File: src/rtl/mem_stage_dcache_if.sv
// Backing-memory request/response bus between the M-stage data cache and memory.
// Single outstanding request; mem_ack is a one-cycle completion pulse.
interface mem_stage_dcache_if #(
  parameter int DATA_WIDTH = 32
);
  logic                    mem_req;
  logic                    mem_we;
  logic [DATA_WIDTH-1:0]   mem_addr;
  logic [DATA_WIDTH-1:0]   mem_wdata;
  logic [DATA_WIDTH/8-1:0] mem_wstrb;
  logic [DATA_WIDTH-1:0]   mem_rdata;
  logic                    mem_ack;

  modport master (
    output mem_req, mem_we, mem_addr, mem_wdata, mem_wstrb,
    input  mem_rdata, mem_ack
  );

  modport slave (
    input  mem_req, mem_we, mem_addr, mem_wdata, mem_wstrb,
    output mem_rdata, mem_ack
  );
endinterface

File: src/rtl/mem_stage_dcache.sv
// M-stage data access: direct-mapped, write-through, no-write-allocate cache of
// one-word lines in front of a multi-cycle backing memory; stalls the pipe on misses/stores.
module mem_stage_dcache #(
  parameter int DATA_WIDTH = 32,
  parameter int LINES      = 16
) (
  input  logic                  clk,
  input  logic                  rst,
  input  logic [DATA_WIDTH-1:0] ALUResultM,
  input  logic [DATA_WIDTH-1:0] WriteDataM,
  input  logic                  MemReadM,
  input  logic                  MemWriteM,
  input  logic [2:0]            funct3M,
  output logic [DATA_WIDTH-1:0] DMRd,
  output logic                  StallM,
  mem_stage_dcache_if.master    mem
);
  localparam int NUM_LANES = DATA_WIDTH / 8;
  localparam int IDX_W     = $clog2(LINES);
  localparam int TAG_W     = DATA_WIDTH - 2 - IDX_W;

  typedef enum logic [1:0] {IDLE, RD_MISS, WR_THRU, WR_DONE} state_t;

  state_t state_q, state_d;

  logic [LINES-1:0]      valid_q;
  logic [TAG_W-1:0]      tag_q  [LINES];
  logic [DATA_WIDTH-1:0] data_q [LINES];

  logic [1:0]            off;
  logic [IDX_W-1:0]      idx;
  logic [TAG_W-1:0]      tag;
  logic [DATA_WIDTH-1:0] line_word;
  logic                  hit;

  assign off       = ALUResultM[1:0];
  assign idx       = ALUResultM[2 +: IDX_W];
  assign tag       = ALUResultM[DATA_WIDTH-1 -: TAG_W];
  assign line_word = data_q[idx];
  assign hit       = valid_q[idx] && (tag_q[idx] == tag);

  // Store lane enables and lane-replicated store data.
  logic [NUM_LANES-1:0]  st_strb;
  logic [DATA_WIDTH-1:0] st_wdata;

  always_comb begin
    st_strb  = 4'b1111;
    st_wdata = WriteDataM;
    case (funct3M[1:0])
      2'b00: begin
        st_strb  = 4'b0001 << off;
        st_wdata = {4{WriteDataM[7:0]}};
      end
      2'b01: begin
        st_strb  = 4'b0011 << {off[1], 1'b0};
        st_wdata = {2{WriteDataM[15:0]}};
      end
      default: ;
    endcase
  end

  logic [NUM_LANES-1:0][7:0] merged;

  for (genvar l = 0; l < NUM_LANES; l++) begin : g_lane
    assign merged[l] = st_strb[l] ? st_wdata[l*8 +: 8] : line_word[l*8 +: 8];
  end

  // Load extraction from the (hit) line word.
  logic [7:0]            ld_byte;
  logic [15:0]           ld_half;
  logic [DATA_WIDTH-1:0] ld_val;

  assign ld_byte = line_word[{off, 3'b000} +: 8];
  assign ld_half = line_word[{off[1], 4'b0000} +: 16];

  always_comb begin
    ld_val = line_word;
    case (funct3M)
      3'b000:  ld_val = {{24{ld_byte[7]}}, ld_byte};
      3'b001:  ld_val = {{16{ld_half[15]}}, ld_half};
      3'b100:  ld_val = {24'b0, ld_byte};
      3'b101:  ld_val = {16'b0, ld_half};
      default: ld_val = line_word;
    endcase
  end

  always_comb begin
    state_d = state_q;
    StallM  = 1'b0;
    case (state_q)
      IDLE: begin
        if (MemWriteM) begin
          state_d = WR_THRU;
          StallM  = 1'b1;
        end else if (MemReadM && !hit) begin
          state_d = RD_MISS;
          StallM  = 1'b1;
        end
      end
      RD_MISS: begin
        StallM = 1'b1;
        if (mem.mem_ack) state_d = IDLE;
      end
      WR_THRU: begin
        StallM = 1'b1;
        if (mem.mem_ack) state_d = WR_DONE;
      end
      WR_DONE: state_d = IDLE;
      default: state_d = IDLE;
    endcase
  end

  logic req, we;
  assign req = (state_q == RD_MISS) || (state_q == WR_THRU);
  assign we  = (state_q == WR_THRU);

  assign mem.mem_req   = req;
  assign mem.mem_we    = we;
  assign mem.mem_addr  = req ? {ALUResultM[DATA_WIDTH-1:2], 2'b00} : '0;
  assign mem.mem_wdata = we ? st_wdata : '0;
  assign mem.mem_wstrb = we ? st_strb : '0;

  assign DMRd = (MemReadM && !StallM && !MemWriteM) ? ld_val : '0;

  // Array writes are suppressed under reset so an abandoned refill cannot land.
  logic refill, wr_upd;
  assign refill = !rst && (state_q == RD_MISS) && mem.mem_ack;
  assign wr_upd = !rst && (state_q == WR_THRU) && mem.mem_ack && hit;

  always_ff @(posedge clk) begin
    if (rst) begin
      state_q <= IDLE;
      valid_q <= '0;
    end else begin
      state_q <= state_d;
      if (refill) valid_q[idx] <= 1'b1;
    end
  end

  always_ff @(posedge clk) begin
    if (refill) begin
      tag_q[idx]  <= tag;
      data_q[idx] <= mem.mem_rdata;
    end else if (wr_upd) begin
      data_q[idx] <= merged;
    end
  end
endmodule

File: src/flat_wrapper.sv
// flat-port wrapper written by rule: the top's interface ports become plain ports
module mem_stage_dcache_flat 
#(
  parameter int DATA_WIDTH = 32,
  parameter int LINES      = 16
)
  (clk, rst, ALUResultM, WriteDataM, MemReadM, MemWriteM, funct3M, DMRd, StallM, mem_mem_req, mem_mem_we, mem_mem_addr, mem_mem_wdata, mem_mem_wstrb, mem_mem_rdata, mem_mem_ack);
  mem_stage_dcache_if #(.DATA_WIDTH(DATA_WIDTH)) mem_i ();
  input  logic clk;
  input  logic rst;
  input  logic [DATA_WIDTH-1:0] ALUResultM;
  input  logic [DATA_WIDTH-1:0] WriteDataM;
  input  logic MemReadM;
  input  logic MemWriteM;
  input  logic [2:0] funct3M;
  output logic [DATA_WIDTH-1:0] DMRd;
  output logic StallM;
  output wire logic [$bits(mem_i.mem_req)-1:0] mem_mem_req;
  output wire logic [$bits(mem_i.mem_we)-1:0] mem_mem_we;
  output wire logic [$bits(mem_i.mem_addr)-1:0] mem_mem_addr;
  output wire logic [$bits(mem_i.mem_wdata)-1:0] mem_mem_wdata;
  output wire logic [$bits(mem_i.mem_wstrb)-1:0] mem_mem_wstrb;
  input wire logic [$bits(mem_i.mem_rdata)-1:0] mem_mem_rdata;
  input wire logic [$bits(mem_i.mem_ack)-1:0] mem_mem_ack;
  assign mem_mem_req = mem_i.mem_req;
  assign mem_mem_we = mem_i.mem_we;
  assign mem_mem_addr = mem_i.mem_addr;
  assign mem_mem_wdata = mem_i.mem_wdata;
  assign mem_mem_wstrb = mem_i.mem_wstrb;
  assign mem_i.mem_rdata = mem_mem_rdata;
  assign mem_i.mem_ack = mem_mem_ack;
  mem_stage_dcache #(.DATA_WIDTH(DATA_WIDTH), .LINES(LINES)) u_core (.clk(clk), .rst(rst), .ALUResultM(ALUResultM), .WriteDataM(WriteDataM), .MemReadM(MemReadM), .MemWriteM(MemWriteM), .funct3M(funct3M), .DMRd(DMRd), .StallM(StallM), .mem(mem_i));
endmodule
File: config.mk
export PLATFORM = sky130hd
export DESIGN_NAME = mem_stage_dcache_flat
export DESIGN_NICKNAME = d
export VERILOG_FILES = /design/src/rtl/mem_stage_dcache_if.sv /design/src/rtl/mem_stage_dcache.sv /design/src/flat_wrapper.sv
export SDC_FILE = /design/constraint.sdc
export NUM_CORES = 1
export LEC_CHECK = 0
export CAP_MARGIN = 20
export CORE_MARGIN = 2
export CORE_UTILIZATION = 50
export DETAILED_ROUTE_END_ITERATION = 7
export PLACE_DENSITY = 0.68
export SYNTH_ARGS = -nofsm -noshare
export SYNTH_HDL_FRONTEND = slang
export SYNTH_SLANG_ARGS = --single-unit
File: constraint.sdc
create_clock -name clk -period 15.45 [get_ports clk]
set_input_delay 3.09 -clock clk [delete_from_list [all_inputs] [get_ports clk]]
set_output_delay 3.09 -clock clk [all_outputs]
set_load 0.02 [all_outputs]
==> results of run 1 <==
[cells by family (layout without fill, tap and decap cells)]
kind of cell	Yosys count	count (layout)	share of synthesized area
muxes	393	393	0.1866
other	1	5	0.00009679
and+or+nand+nor	271	271	0.03223
DFF	946	946	0.7286
AOI/OAI and AO/OA	156	156	0.02590
buffers and inverters	146	457	0.01712
adders and majority gates	5	5	0.001615
xor gates and xnor gates	35	35	0.007912
[state kept, by name (all words and copies together) (netlist names)]
| name | count |
|---|---|
| u_core.data_q | 512 |
| u_core.valid_q | 16 |
| u_core.state_q | 2 |
| u_core.tag_q | 416 |
[area by class of cell]
cell class | instances | area (um^2)
well taps | 1040 | 1301
multi-input cells | 862 | 10110
clock buffers | 116 | 2507
repair buffers | 258 | 2537
inverters | 31 | 116.4
fillers | 5587 | 31790
clock inverters | 52 | 488.0
flip-flops and latches | 946 | 28230
diodes | 3 | 7.507
[worst max-delay path, cell delays in order]
cell and delay (ns):
buf_8 0.54, buf_12 0.61, mux4_2 0.59, mux4_2 0.49, xnor2_1 0.19, nand3_1 0.16
a2111o_1 0.46, a2111o_1 0.41, o21ai_1 0.27, a21oi_4 0.29, nor4_1 0.44, clkdlybuf4s50_1 0.67
[layout by cell type (no fill, tap or decap), types with 7 or more instances in the layout]
master,netlist,routed
clkdlybuf4s50_1,0,199
clkinv_2,0,15
xor2_1,10,10
nor2_4,0,32
o21ai_0,39,39
mux2_1,30,30
inv_1,30,30
dfxtp_1,18,18
clkbuf_1,58,17
xnor2_1,25,25
nor2_1,117,85
a211oi_1,20,20
a221oi_1,7,7
mux4_2,258,258
clkbuf_16,0,96
nand2_1,61,61
mux2i_1,82,82
a21oi_1,28,27
o22ai_1,30,30
nor4_1,7,7
edfxtp_1,928,928
nand2b_1,10,10
clkinv_1,1,17
nor3_1,15,15
buf_4,9,50
and2_1,35,35
nand3_1,7,7
mux2_2,23,23
[through the flow]
step	hold slack (ns)	util	cells	instance area (um^2)
2_1_floorplan	0.4489	-	1954	38750
3_3_place_gp	0.4561	0.5474	3133	42200
3_5_place_dp	0.4660	0.5486	3137	42290
4_1_cts	0.4750	0.5875	3305	45290
5_1_grt	0.4981	0.5875	3306	45290
6_report	0.4775	0.5876	3308	45290
[path summary, 6_finish.rpt]
check                                         start                    to  slack [ns]  cells past startpoint
worst max-delay path                  ALUResultM[2]               DMRd[9]        3.86                     12
worst min-delay path             u_core.valid_q[14]    u_core.valid_q[14]        0.48                      2
worst max register to register  u_core.tag_q[8][23]  u_core.data_q[9][18]       10.31                     10
worst min register to register   u_core.valid_q[14]    u_core.valid_q[14]        0.48                      2
[report_power, final]
group	internal, uW	total [uW]	switching, uW
clock	1240	2220	973
combinational	233	588	355
sequential	2830	2830	4.06
[layer usage]
layer  vias up  wire, um  share of wire
li1       8483         -              -
met1     10920     39770           0.40
met2       974     48670           0.50
met3       164      7363          0.075
met4         2      2408          0.025
met5         -        13        0.00013
==> results.toml, run 1 <==
[status]
outcome = "complete, no violations"

[cts]
post-cts-setup-buffers = 0
cts_root_buffer = "clkbuf_16"
clock_tree.htree_level_count = 3
cts_hold_buffers = 0
cts_resized = 0
cts_buffer_depth = 3
cts.sinks = 946
cts_tree = "built"
clkTransAtPathRegs_ns = 0.06
cts_buf_count = 94
clk_latency_ns = 0.67

[critical_path]
worst_path_required_time_ns = 12.36
start_kind = "input port"
path_class = "input port to output pin"
worstSetupEndpointType = "output pin"
path_max_fanout = 84
timing.critical_path.arrival_ns = 8.50

[power_and_ir_drop]
worst_ir_drop_vdd_uv = 96.86
power.leakage_uw = 0.01426
power.density_cell_area_nw_per_um2 = 124.5
p_total_uw = 5640

[synthesis]
yosys.area.top_type = "edfxtp_1"
synth.ff_latch_count = 946
netlist.area_leader.share = 0.7193
synth-async-reset-ratio = 0
synth_common_cells = "928 x edfxtp_1, 258 x mux4_2, 117 x nor2_1"
yosys.cell_count.top_type = "edfxtp_1"
synthTopCellsByArea = "edfxtp_1 72%, mux4_2 15%, mux2i_1 2.1%"
ys.flop_type = "edfxtp_1"
synth.cell_area_um2 = 38740
syn-instance-count = 1953
synth_edf_count = 928
yosysUniqueCellTypes = 59
synthesis.area_per_instance_um2 = 19.84
ys_seq_area_frac = 0.7286
synth_warnings = 0

[final_layout]
drive_above_1_share = 0.2252
layout-area-overhead-vs-synth_pct = 16.91
design.final.nets = 2302

[floorplan]
placement_rows = 102
die-area_um2 = 79730
pin_count = 207
die-width_um = 282.4
start_util = 0.5026
floorplan.die.height_um = 282.4
placeableCoreArea_um2 = 77080

[timing]
max-slew-margin-rel = 0.2334
setup_viol = 0
max_freq_mhz = 86.26
finalSetupTns_ns = 0
report.final.hold_viol_count = 0
finalCritPeriodShare = 0.7503
finalWorstSetupSlack_ns = 3.858
slew_viol_final = 0
fin_worst_skew_ns = 0.04040
tightest_slew_ns = 1.121
layout_min_cycle_time_ns = 11.59
grt_setup_unrepaired = "false"

[place]
place_ws_ns = 3.899
place.gp.congestion = 0.8418
buffer_ports.inserted = 204
detailedPlacementHpwl_mm = 55.68

[job]
maxCapViolCount = 0

[global_routing]
grt.met2_usage = 0.4104
grt_busiest_layer = "met2"
globalRouteMet3Util = 0.03799
met1_usage = 0.3484
grt_start_max_net_pins = 128
grtUsageTotal = 0.2489
antenna_found_initial = 6
wire_length_of_the_first_global_routing_pass_mm = 141.9
global_route.overflow_total = 0
grt_pass1_vias = 20660

[min_path]
hold_class = "flop to flop"

[detailed_routing]
vias = 20540
post_detailed_route_drc_marker_count = 0
count_of_routing_violations_after_the_opening_detailed_route_iteration = 2393
remaining_antenna_violation_count_after_routing = 0
vias_per_cell = 6.210
wirelength_mm = 98.22
drtPass1Iterations = 5
wire_length_per_cell_um = 29.69
(Power assumes the default switching activity.)
==> run 2: changes to the inputs <==
--- a/config.mk
+++ b/config.mk
@@ -9,7 +9,7 @@
 export CORE_MARGIN = 2
 export CORE_UTILIZATION = 50
 export DETAILED_ROUTE_END_ITERATION = 7
-export PLACE_DENSITY = 0.68
+export PLACE_DENSITY = 0.71
 export SYNTH_ARGS = -nofsm -noshare
 export SYNTH_HDL_FRONTEND = slang
 export SYNTH_SLANG_ARGS = --single-unit
==> constraint.sdc (replaced) <==
create_clock -name clk -period 10.5 [get_ports clk]
set_input_delay 2.1 -clock clk [delete_from_list [all_inputs] [get_ports clk]]
set_output_delay 2.1 -clock clk [all_outputs]
set_load 0.02 [all_outputs]
==> results.toml, run 2 (synthesized netlist as in run 1, its figures left out) <==
[critical_path]
crit_slowest_cell = "clkdlybuf4s50_1"
cpLargestDelayFamily = "buffers and inverters"
crit_path_cell_trace = "buf_8 -> buf_4 -> mux4_2 -> o21ai_0 -> o2111ai_1 -> a2111o_1 -> a2111o_1 -> o21ai_1 -> a21oi_2 -> buf_4 -> nor4_1 -> clkdlybuf4s50_1"
start_kind = "input port"
worstSetupEndpointType = "output pin"
path_class = "input port to output pin"
path_max_fanout = 80
crit_buf_inv = 4
timing.critical_path.arrival_ns = 7.19
worst_path_required_time_ns = 8.40
slowest_stage_delay_cp_ns = 0.67

[detailed_routing]
vias = 20600
post_detailed_route_drc_marker_count = 0
count_of_routing_violations_after_the_opening_detailed_route_iteration = 2380
remaining_antenna_violation_count_after_routing = 0
vias_per_cell = 6.235
drtPass1Iterations = 5
wirelength_mm = 95.84
wire_length_per_cell_um = 29.01

[timing]
grt_setup_unrepaired = "false"
tightest_slew_ns = 1.128
finalCritPeriodShare = 0.8850
report.final.hold_viol_count = 0
max-slew-margin-rel = 0.2465
finalWorstSetupSlack_ns = 1.207
fin_worst_skew_ns = 0.06364
finalSetupTns_ns = 0
layout_min_cycle_time_ns = 9.293
setup_viol = 0
slew_viol_final = 0
max_freq_mhz = 107.6

[power_and_ir_drop]
worst_ir_drop_vdd_uv = 139.0
p_total_uw = 8294
power.density_cell_area_nw_per_um2 = 183.1
power.leakage_uw = 0.01424

[status]
outcome = "complete, no violations"

[cts]
clkTransAtPathRegs_ns = 0.06
cts_resized = 0
cts_root_buffer = "clkbuf_16"
cts_tree = "built"
post-cts-setup-buffers = 0
cts_buffer_depth = 3
clock_tree.htree_level_count = 3
cts.sinks = 946
cts_buf_count = 94
cts_hold_buffers = 0
clk_latency_ns = 0.69

[final_layout]
mostFrequentLayoutCell = "edfxtp_1"
layout-area-overhead-vs-synth_pct = 16.88
design.final.nets = 2298
reg_top3 = "u_core.data_q (512), u_core.tag_q (416), u_core.valid_q (16)"
drive_above_1_share = 0.2219
commonest_cells_after_routing_fill_and_taps_aside = "928 x edfxtp_1, 258 x mux4_2, 199 x clkdlybuf4s50_1, 95 x clkbuf_16, 85 x nor2_1"
largest_register_ff_count = 512
largest-register = "u_core.data_q"
finish.utilization = 0.5875

[floorplan]
pin_count = 207
placeableCoreArea_um2 = 77080
floorplan.die.height_um = 282.4
placement_rows = 102
die-area_um2 = 79730
die-width_um = 282.4
start_util = 0.5026

[global_routing]
antenna_found_initial = 4
grt_pass1_vias = 20630
wire_length_of_the_first_global_routing_pass_mm = 138.9
grtUsageTotal = 0.2425
grt_start_max_net_pins = 122
global_route.overflow_total = 0

[job]
maxCapViolCount = 0

[place]
detailedPlacementHpwl_mm = 55.12
place.gp.congestion = 0.9164
place_ws_ns = 1.237
buffer_ports.inserted = 204

[min_path]
hold_class = "flop to flop"
run 2: cell count changes in the layout (fill, tap and decap cells not counted), sizes merged:
cell      delta
bufinv       +1
clkbuf       +7
clkinvlp     -1
clkinv       -3
inv          -3
diode        -1
buf          -4
run 2: final timing paths:
| path | from | to | slack (ns) | cells after the start |
|---|---|---|---|---|
| setup / recovery | ALUResultM[2] | DMRd[14] | 1.21 | 12 |
| hold / removal | u_core.valid_q[4] | u_core.valid_q[4] | 0.48 | 2 |
| setup reg to reg | u_core.tag_q[3][21] | u_core.data_q[12][29] | 5.46 | 10 |
| hold reg to reg | u_core.valid_q[4] | u_core.valid_q[4] | 0.48 | 2 |
run 2: cell type report:
cell class | count | area [um^2]
inverters | 31 | 116.4
repair buffers | 254 | 2495
clock inverters | 46 | 506.7
multi-input cells | 862 | 10100
fillers | 5552 | 31800
diodes | 2 | 5.005
well taps | 1040 | 1301
clock buffers | 123 | 2532
flip-flops and latches | 946 | 28230
run 2: worst reg2reg max path, cell delays in order, from the launching register on:
cell and delay, ns:
edfxtp_1 0.37, mux4_2 0.49, mux4_2 0.47, xnor2_1 0.17
nand3_1 0.20, a2111o_1 0.47, a2111o_1 0.47, o31ai_1 0.54
nand3b_1 0.45, nor2_4 0.46, buf_4 0.54
run 2: through the flow:
stage          instances  cell area (um^2)  hold slack, ns
6_report            3304             45280          0.4776
5_1_grt             3304             45280          0.5036
4_1_cts             3299             45220          0.4724
3_5_place_dp        3130             42180          0.4632
3_3_place_gp        3129             42160          0.4559
2_1_floorplan       1954             38750          0.4489
run 2: metal layers:
| layer | vias up | track usage | part of all wire |
|---|---|---|---|
| met5 | - | 0 | 0 |
| met4 | 0 | 0.07028 | 0.026 |
| met3 | 164 | 0.03411 | 0.078 |
| met2 | 1070 | 0.4065 | 0.51 |
| met1 | 10890 | 0.3349 | 0.39 |
| li1 | 8481 | - | - |
run 2: power breakdown:
group          leakage [uW]  internal [uW]  switching, uW
combinational       0.00428            344            508
clock               0.00147           1860           1410
sequential          0.00849           4160           5.96
total                0.0142           6370           1920
==> run 3: changes to the inputs <==
--- a/config.mk
+++ b/config.mk
@@ -5,11 +5,11 @@
 export SDC_FILE = /design/constraint.sdc
 export NUM_CORES = 1
 export LEC_CHECK = 0
+export ABC_AREA = 1
 export CAP_MARGIN = 20
-export CORE_MARGIN = 2
 export CORE_UTILIZATION = 50
 export DETAILED_ROUTE_END_ITERATION = 7
-export PLACE_DENSITY = 0.71
+export PLACE_DENSITY = 0.68
 export SYNTH_ARGS = -nofsm -noshare
 export SYNTH_HDL_FRONTEND = slang
 export SYNTH_SLANG_ARGS = --single-unit
==> constraint.sdc (replaced) <==
create_clock -name clk -period 11.2 [get_ports clk]
set_input_delay 2.24 -clock clk [delete_from_list [all_inputs] [get_ports clk]]
set_output_delay 2.24 -clock clk [all_outputs]
set_load 0.02 [all_outputs]
==> results.toml, run 3 <==
[timing]
report.final.hold_viol_count = 0
max-slew-margin-rel = 0.2343
max_freq_mhz = 110.2
grt_setup_unrepaired = "false"
layout_min_cycle_time_ns = 9.073
finalCritPeriodShare = 0.8101
finalSetupTns_ns = 0
fin_worst_skew_ns = 0.04801
setup_viol = 0
slew_viol_final = 0
tightest_slew_ns = 1.146

[status]
outcome = "complete, no violations"

[power_and_ir_drop]
power.density_cell_area_nw_per_um2 = 171.1
power.share.sequential = 0.498
switching_share = 0.2441
worst_ir_drop_vdd_uv = 127.9
power.leakage_uw = 0.01700
switching_power_total_uw = 1913
internal_power_uw = 5923
share_clk_of_total_power = 0.396
power.share.combinational = 0.106

[critical_path]
crit_buf_inv = 6
cpLargestDelayFamily = "simple AND/OR/NAND/NOR gates"
crit_slowest_cell = "clkdlybuf4s50_1"
worst_path_required_time_ns = 8.96
timing.critical_path.arrival_ns = 6.83
start_kind = "input port"
path_common_cell = "nand2_1"
r2r_cells = 10
slowest_stage_delay_cp_ns = 0.64
crit_cells = 25
path_max_fanout = 87
worstSetupEndpointType = "output pin"
path_class = "input port to output pin"

[cts]
clkTransAtPathRegs_ns = 0.06
cts_root_buffer = "clkbuf_16"
cts.sinks = 946
cts_resized = 0
cts_tree = "built"
post-cts-setup-buffers = 0
cts_buf_count = 94
clock_tree.htree_level_count = 3
cts_hold_buffers = 0
cts_buffer_depth = 3
clk_latency_ns = 0.68

[detailed_routing]
remaining_antenna_violation_count_after_routing = 0
wire_length_per_cell_um = 22.65
count_of_routing_violations_after_the_opening_detailed_route_iteration = 3134
drtPass1Iterations = 6
vias_per_cell = 5.693
post_detailed_route_drc_marker_count = 0
vias = 26980
wirelength_mm = 107.3

[final_layout]
antenna-diode-count = 0
largest_register_ff_count = 512
drive_above_1_share = 0.07624
commonest_cells_after_routing_fill_and_taps_aside = "1333 x nand2_1, 928 x edfxtp_1, 260 x a22oi_1, 219 x nor2_1, 202 x clkdlybuf4s50_1"
reg_top3 = "u_core.data_q (512), u_core.tag_q (416), u_core.valid_q (16)"
post_layout_nonfiller_instances = 4739
layout-area-overhead-vs-synth_pct = 16.65
largest-register = "u_core.data_q"
mostFrequentLayoutCell = "nand2_1"
design.final.nets = 3728

[synthesis]
synth_edf_count = 928
synth_warnings = 0
syn-instance-count = 3416
yosys.area.top_type = "edfxtp_1"
synth.cell_area_um2 = 39250
yosys.cell_count.top_type = "nand2_1"
synthesis.area_per_instance_um2 = 11.49
yosysUniqueCellTypes = 33
synth_common_cells = "1333 x nand2_1, 928 x edfxtp_1, 260 x a22oi_1"
ys_seq_area_frac = 0.7192
synth.ff_latch_count = 946
netlist.area_leader.share = 0.7100
synthTopCellsByArea = "edfxtp_1 71%, nand2_1 13%, a22oi_1 5.0%"
ys.flop_type = "edfxtp_1"
synth-async-reset-ratio = 0

[place]
place.gp.congestion = 0.8976
buffer_ports.inserted = 204
detailedPlacementHpwl_mm = 58.20
dp.cells = 4548

[floorplan]
die-area_um2 = 79620
placeableCoreArea_um2 = 77590
pin_count = 207
floorplan.die.height_um = 282.2
placement_rows = 102
die-width_um = 282.2
start_util = 0.5058

[job]
maxCapViolCount = 0

[global_routing]
antenna_found_initial = 2
grt_pass1_vias = 25630
wire_length_of_the_first_global_routing_pass_mm = 158.3
grt_start_max_net_pins = 88
global_route.overflow_total = 0
grtUsageTotal = 0.2695

[min_path]
hold_class = "flop to flop"
hold_path_depth = 2
[run 3: changes by cell type after synthesis, sizes merged, moves of 35 or more]
| cell | change |
|---|---|
| mux2 | -53 |
| mux2i | -82 |
| and2 | -35 |
| nand2 | +1273 |
| mux4 | -258 |
| o21ai | +36 |
| a22oi | +257 |
| inv | +104 |
| a21oi | +55 |
| buf | +48 |
| nor2 | +139 |
| nand3 | +47 |
[run 3: metrics by stage]
step	area, um^2	power [uW]	hold slack, ns	worst slack (ns)	utilization
floorplan	39250	4424	0.4407	4.578	-
global placement	42590	4789	0.4502	2.241	0.5489
detailed placement	42600	4796	0.4608	2.188	0.5491
CTS	45640	7854	0.4784	2.136	0.5882
global route	45790	8066	0.5036	1.666	0.5901
finish	45790	7836	0.4885	2.127	0.5901
[run 3: path summary, 6_finish.rpt]
kind / from / slack [ns] / end
worst max-delay path: ALUResultM[3] / 2.13 / DMRd[4]
worst min-delay path: u_core.valid_q[5] / 0.49 / u_core.valid_q[5]
worst max register to register: u_core.state_q[0] / 6.94 / u_core.data_q[7][8]
worst min register to register: u_core.valid_q[5] / 0.49 / u_core.valid_q[5]
[run 3: power groups by stage]
stage                     Combinational, uW  Clock, uW  Sequential (uW)
after floorplan                         447          0             3980
after global placement                  811          0             3980
after detailed placement                818          0             3980
after CTS                               823       3130             3900
after global routing                    899       3260             3900
final                                   830       3100             3900
[run 3: cell type report]
class	count	area, um^2
fillers	6204	31810
flip-flops and latches	946	28230
multi-input cells	2150	9952
repair buffers	291	2745
clock buffers	120	2450
well taps	1040	1301
clock inverters	56	586.8
inverters	136	523.0
[run 3: logic make-up after synthesis]
group / count (synthesis) / share of synthesized area
fa+ha+maj: 5 / 0.001594
buf+inv: 321 / 0.03452
flops: 946 / 0.7192
other cells: 1 / 0.00009554
simple gates: 1683 / 0.1653
compound gates: 460 / 0.07935
[run 3: worst register-to-register path: stages, from the launching register on]
cell     delay [ns]
dfxtp_1        0.34
inv_1          0.11
ha_1           0.31
buf_4          0.34
inv_1          0.54
nor3_1         0.33
inv_1          0.09
nor3b_2        0.21
buf_4          0.54
nor2_1         0.26
a21oi_1        0.82
[run 3: layer usage]
layer	GRT usage	up-vias	share of wire
met4	0.1013	2	0.032
met2	0.4309	1384	0.47
li1	-	12290	-
met3	0.04138	201	0.095
met1	0.3744	13100	0.40
met5	0	-	0.00010
